## src/rtl/bcd_mod_counter.sv

```systemverilog
// bcd_mod_counter: programmable-range modulo counter for the digital-clock
// datapath. Counts up or down on tick_in, supports synchronous preset, hold,
// and wrap or saturate at the bounds. It emits carry/borrow pulses for chaining
// and registered BCD digits that always match count.
module bcd_mod_counter #(
  parameter int MIN_VAL = 0,
  parameter int MAX_VAL = 59,
  parameter int WIDTH   = 7,
  parameter int RST_VAL = 0,
  parameter int WRAP    = 1
) (
  input  logic             clk,
  input  logic             rst,
  input  logic             tick_in,
  input  logic             up_dn,
  input  logic             load,
  input  logic [WIDTH-1:0] load_val,
  input  logic             hold,
  output logic [WIDTH-1:0] count,
  output logic [3:0]       bcd_tens,
  output logic [3:0]       bcd_ones,
  output logic             carry_out,
  output logic             borrow_out,
  output logic             at_limit,
  output logic             load_err
);

  // Bounds are widened by one bit so that +1 at MAX_VAL cannot alias.
  localparam int                W1      = WIDTH + 1;
  localparam logic [WIDTH:0]    MIN_X   = W1'(MIN_VAL);
  localparam logic [WIDTH:0]    MAX_X   = W1'(MAX_VAL);
  localparam logic [WIDTH-1:0]  RST_X   = WIDTH'(RST_VAL);
  localparam logic [3:0]        RST_TEN = 4'(RST_VAL / 10);
  localparam logic [3:0]        RST_ONE = 4'(RST_VAL % 10);
  localparam logic              RST_LIM = (RST_VAL == MAX_VAL);

  logic [WIDTH:0] cnt_ext, ld_ext, nxt_ext;
  logic           carry_nxt, borrow_nxt, err_nxt, lim_nxt;
  logic [3:0]     tens_nxt, ones_nxt;
  int             nxt_int;

  assign cnt_ext = {1'b0, count};
  assign ld_ext  = {1'b0, load_val};

  // Next-state selection: load beats hold beats tick; one action per edge.
  always_comb begin
    nxt_ext    = cnt_ext;
    carry_nxt  = 1'b0;
    borrow_nxt = 1'b0;
    err_nxt    = 1'b0;
    if (load) begin
      if (ld_ext >= MIN_X && ld_ext <= MAX_X) nxt_ext = ld_ext;
      else                                     err_nxt = 1'b1;
    end else if (!hold && tick_in) begin
      if (up_dn) begin
        if (cnt_ext < MAX_X) nxt_ext = cnt_ext + 1'b1;
        else if (WRAP != 0) begin
          nxt_ext   = MIN_X;
          carry_nxt = 1'b1;
        end
      end else begin
        if (cnt_ext > MIN_X) nxt_ext = cnt_ext - 1'b1;
        else if (WRAP != 0) begin
          nxt_ext    = MAX_X;
          borrow_nxt = 1'b1;
        end
      end
    end
  end

  // Digits and limit flag are derived from the next count so they register
  // on the same edge as count and never lag it.
  always_comb begin
    nxt_int  = int'(nxt_ext);
    tens_nxt = 4'(nxt_int / 10);
    ones_nxt = 4'(nxt_int % 10);
    lim_nxt  = up_dn ? (nxt_ext == MAX_X) : (nxt_ext == MIN_X);
  end

  // Output registers; reset behaves as if up_dn were 1 for at_limit.
  always_ff @(posedge clk or posedge rst) begin
    if (rst) begin
      count      <= RST_X;
      bcd_tens   <= RST_TEN;
      bcd_ones   <= RST_ONE;
      carry_out  <= 1'b0;
      borrow_out <= 1'b0;
      at_limit   <= RST_LIM;
      load_err   <= 1'b0;
    end else begin
      count      <= nxt_ext[WIDTH-1:0];
      bcd_tens   <= tens_nxt;
      bcd_ones   <= ones_nxt;
      carry_out  <= carry_nxt;
      borrow_out <= borrow_nxt;
      at_limit   <= lim_nxt;
      load_err   <= err_nxt;
    end
  end

endmodule

```

## config.mk

```make
export PLATFORM = sky130hd
export DESIGN_NAME = bcd_mod_counter
export DESIGN_NICKNAME = d
export VERILOG_FILES = /design/src/rtl/bcd_mod_counter.sv
export SDC_FILE = /design/constraint.sdc
export NUM_CORES = 1
export LEC_CHECK = 0
export CORE_MARGIN = 2
export CORE_UTILIZATION = 58
export CTS_CLUSTER_SIZE = 40
export DETAILED_ROUTE_END_ITERATION = 16
export PLACE_DENSITY = 0.92
export REMOVE_ABC_BUFFERS = 1
export SLEW_MARGIN = 20
export SYNTH_ARGS = -nofsm -noshare
export SYNTH_HDL_FRONTEND = slang
export SYNTH_SLANG_ARGS = --single-unit
```

## constraint.sdc

```tcl
create_clock -name clk -period 8.2 [get_ports clk]
set_clock_uncertainty 0.05 [all_clocks]
set_input_delay 0.82 -clock clk [delete_from_list [all_inputs] [get_ports clk]]
set_output_delay 0.82 -clock clk [all_outputs]
set_load 0.01 [all_outputs]
```

**Word level (Yosys, flattened, before mapping)**

Index checks and enable logic that the tools add are counted.

- Logic and storage cells: 37
- Flip-flop bits (word level): 19
- Bits of input ports: 13

- Add/subtract/negate cells: 2
- Reductions and logical operators: 4
- Div/mod/pow operators: 2
- Equal/unequal tests: 1
- Multiplexer cells: 17
- Magnitude comparators: 4

Operators by type and width:

| kind | number |
|---|---|
| 8-bit 2-to-1 mux | 5 |
| 9-bit by 5-bit divider with 32-bit output (second input constant) | 1 |
| 9-bit by 5-bit modulo with 32-bit output (second input constant) | 1 |
| 1-bit 2-to-1 mux | 11 |
| 7-bit by 1-bit adder with 8-bit output (second input constant) | 1 |
| 8-bit by 6-bit equality test with 1-bit output (second input constant) | 1 |
| 8-bit logical NOT | 1 |
| 7-bit by 1-bit subtractor with 8-bit output (second input constant) | 1 |
| 7-bit by 1-bit greater-or-equal comparator with 1-bit output (second input constant) | 1 |
| 7-bit by 1-bit greater-than comparator with 1-bit output (second input constant) | 1 |
| 7-bit by 6-bit less-or-equal comparator with 1-bit output (second input constant) | 1 |
| 7-bit by 6-bit less-than comparator with 1-bit output (second input constant) | 1 |
| 7-bit 2-to-1 mux | 1 |
| 1-bit logical AND | 2 |
| 1-bit logical NOT | 1 |

**Longest topological paths before layout**

- Depth in word-level cells: 7
- Gate-level depth with buffers: 23
- Depth with buffers taken out: 22

**Worst setup path before layout**

Ideal clock, no wire load.

- Kind: in2reg
- Start point: input port load
- End point: register bcd_ones[1]
- Data required time: 8.025 ns
- Path slack: 3.572 ns
- Data arrival time: 4.453 ns
- Stages: 21
- Setup time: 0.125 ns
- Cell sequence: buf_4 -> or2_2 -> a21oi_1 -> a21o_1 -> buf_2 -> nand2_1 -> ha_1 -> or2_2 -> ha_1 -> inv_1 -> o211ai_1 -> nor2_1 -> a21oi_1 -> o221ai_1 -> inv_1 -> ha_1 -> and3_1 -> a211oi_4 -> mux2i_1 -> o211ai_2 -> xnor2_1

- Cells in the longest elaborated chain, start to end: 2

RTL lines:

| item | RTL line | text |
|---|---|---|
| from (decl) | 16 | `input logic load,` |
| 8-bit 2-to-1 mux | 51 | `if (load) begin` |
| net nxt_ext[5] | 37 | `logic [WIDTH:0] cnt_ext, ld_ext, nxt_ext;` |
| 9-bit by 5-bit modulo with 32-bit output | 76 | `ones_nxt = 4'(nxt_int % 10);` |
| net ones_nxt[1] | 39 | `logic [3:0] tens_nxt, ones_nxt;` |
| to (signal assigned) | 93 | `bcd_ones <= ones_nxt;` |
| to (decl) | 21 | `output logic [3:0] bcd_ones,` |

The timed path passes the listed nets, and every way through them passes these cells.

**Final worst setup path**

- Start point: input port hold
- End point: register bcd_ones[2]

- Cells in the longest elaborated chain, start to end: 5

RTL lines:

| item | RTL line | text |
|---|---|---|
| from (decl) | 18 | `input logic hold,` |
| 1-bit logical NOT | 54 | `end else if (!hold && tick_in) begin` |
| 1-bit logical AND | 54 |  |
| 8-bit 2-to-1 mux | 54 |  |
| 8-bit 2-to-1 mux | 51 |  |
| net nxt_ext[5] | 37 |  |
| 9-bit by 5-bit modulo with 32-bit output | 76 |  |
| net ones_nxt[2] | 39 |  |

The timed path passes the listed nets, and every way through them passes these cells.

==> results.sh <==
export IMPL_hp_class="primary input to async pin"
export IMPL_clock_latency_ps=300
export IMPL_synthMuxAreaShare=0.0309
export IMPL_drt_iter0_drc=205
export IMPL_grt_overflow_total=0
export IMPL_worst_slew_pin_slew_ps=684
export IMPL_dpl_cell_area_um2=2200
export IMPL_r2r_setup_slack_ps=3130
export IMPL_layout_drive_gt1_share=0.130
export IMPL_synth_compound_area_frac=0.331
export IMPL_p_leak_uw=0.000874
export IMPL_nets=260
export IMPL_synth_adder_area_share=0.0450
export IMPL_fin_setup_tns_ps=0
export IMPL_n_antenna_cell=0
export IMPL_ios=32
export IMPL_final_setup_viol_count=0
export IMPL_clk_pin_slew_ps=110
export IMPL_grt_setup_unrepaired="false"
export IMPL_coreArea_um2=3280
export IMPL_initial_utilization=0.592
export IMPL_syn_inst=217
export IMPL_wire_per_inst_um=17.0
export IMPL_antenna_found_initial=0
export IMPL_required_ps=8320
export IMPL_ys_ff_latch=18
export IMPL_area_growth_synth_to_final_pct=15.1
export IMPL_cts_hold_buf=0
export IMPL_r2r_start="bcd_ones[0]$_DFF_PP0_"
export IMPL_ys_seq_area_frac=0.232
export IMPL_dp_slack_ps=2620
export IMPL_final_util=0.682
export IMPL_drv_slew=0
export IMPL_synth_xor_area_share=0.0225
export IMPL_synth_area_um2=1940
export IMPL_reg2reg_to="bcd_ones[2]$_DFF_PP0_"
export IMPL_grt_pass1_wl_mm=7.70
export IMPL_drt_antenna_violating_nets=0
export IMPL_crit_type="primary input to flip-flop"
export IMPL_core_rowCount=21
export IMPL_critical_path_max_fanout=9
export IMPL_max_cap_violations=0
export IMPL_hold_violations=0
export IMPL_setup_slack_ps=2860
export IMPL_synthSimpleGateAreaFrac=0.248
export IMPL_cp_start_kind="primary input"
export IMPL_grt_max_degree=19
export IMPL_max_clock_freq_mhz=187
export IMPL_layout_common_cells="clkdlybuf4s50_1 (31), nand2_1 (20), dfrtp_1 (18)"
export IMPL_cp_end_kind="flip-flop"
export IMPL_cts_root_buf="clkbuf_4"
export IMPL_crit_arrival_ps=5460
export IMPL_synth_warnings=0
export IMPL_final_min_clock_period_ps=5340
export IMPL_powerDensity_nw_per_um2=195
export IMPL_synth_ff_type="dfrtp_1"
export IMPL_finalCritPeriodShare=0.651
export IMPL_drtPass1Iterations=4
export IMPL_slew_headroom=0.544
export IMPL_vias=1832
export IMPL_die_x_um=61.9
export IMPL_dp_hpwl_mm=3.71
export IMPL_avgViaCountPerCell=6.43
export IMPL_numCtsBuffers=3
export IMPL_post_cts_setup_buffer_count=0
export IMPL_cts_htree_levels=1
export IMPL_irDropWorstVdd_mv=0.100
export IMPL_cts_sinks=18
export IMPL_io_buffer_count=31
export IMPL_grt_usage=0.269
export IMPL_stdcell_area_um2=2240
export IMPL_synth_edf_count=0
export IMPL_wl_mm=4.84
export IMPL_reg2reg_depth=21
export IMPL_status="completed"
export IMPL_die_h_um=61.9
export IMPL_hold_ws_ps=861
export IMPL_final_common_cell="clkdlybuf4s50_1"
export IMPL_synth_top_family_by_area="compound AO/OA/AOI/OAI gates"
export IMPL_dieArea_um2=3830
export IMPL_synthArstFlopShare=1.00
export IMPL_gp_congestion=0.934
export IMPL_cts_resized_gates=0
export IMPL_syn_area_per_cell_um2=8.96
export IMPL_cts_path_max_buffers=2
export IMPL_cp_startpoint="hold"
export IMPL_grt_pass1_vias=1663
export IMPL_yosysUniqueCellTypes=67
export IMPL_drc=0
export IMPL_tritoncts="done"
==> metal layers <==
layer,GRT usage,part of all wire
met2,0.471,0.49
met5,0,0
met1,0.346,0.42
met3,0.0104,0.063
met4,0.116,0.034
==> where the power goes <==
part           leakage, µW  total [µW]  switching [µW]  internal, µW
Combinational     0.000631         248             133           115
Sequential        0.000222         134            25.3           108
Clock            0.0000210        54.9            27.9          27.1
==> through the flow <==
stage          power, µW  std cells
6_report             437        285
5_1_grt              468        285
4_1_cts              433        285
3_5_place_dp         380        281
3_3_place_gp         372        281
2_1_floorplan        295        204
==> worst max path at each step <==
stage | cells after the start | slack, ps | endpoint
after global routing | 21 | 2500 | bcd_ones[2]$_DFF_PP0_
after detailed placement | 21 | 2620 | bcd_ones[2]$_DFF_PP0_
after global placement | 21 | 2810 | bcd_ones[2]$_DFF_PP0_
after CTS | 21 | 2910 | bcd_ones[2]$_DFF_PP0_
after floorplan | 20 | 3590 | bcd_ones[1]$_DFF_PP0_
final | 21 | 2860 | bcd_ones[2]$_DFF_PP0_
==> worst max-delay path: stages <==
cell             delay, ps
clkdlybuf4s50_1        490
nand2b_1               230
or2_2                  320
a21oi_1                200
a21o_1                 260
nand2_1                160
ha_1                   230
or2_2                  310
ha_1                   280
inv_1                   50
o211ai_1               120
nor2_1                 110
a21oi_1                 70
o221ai_1               240
inv_1                  100
ha_1                   210
and3_1                 190
a211oi_4               360
mux2i_1                370
o211ai_2               180
mux2i_1                150
==> synth_stat cells (3+ instances only) <==
| master | number | area (µm²) |
|---|---|---|
| a21o_1 | 3 | 22.5 |
| nand2b_1 | 3 | 18.8 |
| xnor2_1 | 4 | 35.0 |
| inv_1 | 15 | 56.3 |
| nor3_1 | 5 | 25.0 |
| nand4_1 | 3 | 18.8 |
| mux2i_1 | 6 | 60.1 |
| o21a_1 | 6 | 45.0 |
| dfrtp_1 | 18 | 450 |
| a21oi_1 | 6 | 30.0 |
| nand2_1 | 20 | 75.1 |
| o211ai_1 | 4 | 30.0 |
| o21ai_1 | 4 | 20.0 |
| buf_2 | 4 | 20.0 |
| ha_1 | 7 | 87.6 |
| buf_6 | 6 | 67.6 |
| nand3_1 | 8 | 40.0 |
| o22ai_1 | 3 | 18.8 |
| nor2_1 | 13 | 48.8 |
| o21ai_0 | 10 | 50.1 |
| a31oi_1 | 3 | 18.8 |
| and3_1 | 4 | 25.0 |
| buf_4 | 3 | 22.5 |
==> cells by family (layout without fill, tap and decap cells) <==
group | count (synthesis) | count (layout)
adders and majority gates | 7 | 7
AOI/OAI and AO/OA | 72 | 72
xor gates and xnor gates | 5 | 5
muxes | 6 | 6
and+or+nand+nor | 80 | 80
buffers and inverters | 29 | 51
DFF | 18 | 18
==> flip-flops by register name, indices dropped and copies added (netlist names) <==
signal	cells
carry_out	1
load_err	1
bcd_tens	4
bcd_ones	4
borrow_out	1
count	6
at_limit	1
==> layout make-up <==
type	instances	area, µm²
clock buffers	4	36.3
flip-flops and latches	18	450
repair buffers	31	310
multi-input cells	170	1320
fillers	250	1050
inverters	16	65.1
well taps	46	57.6
(Power assumes the default switching activity.)
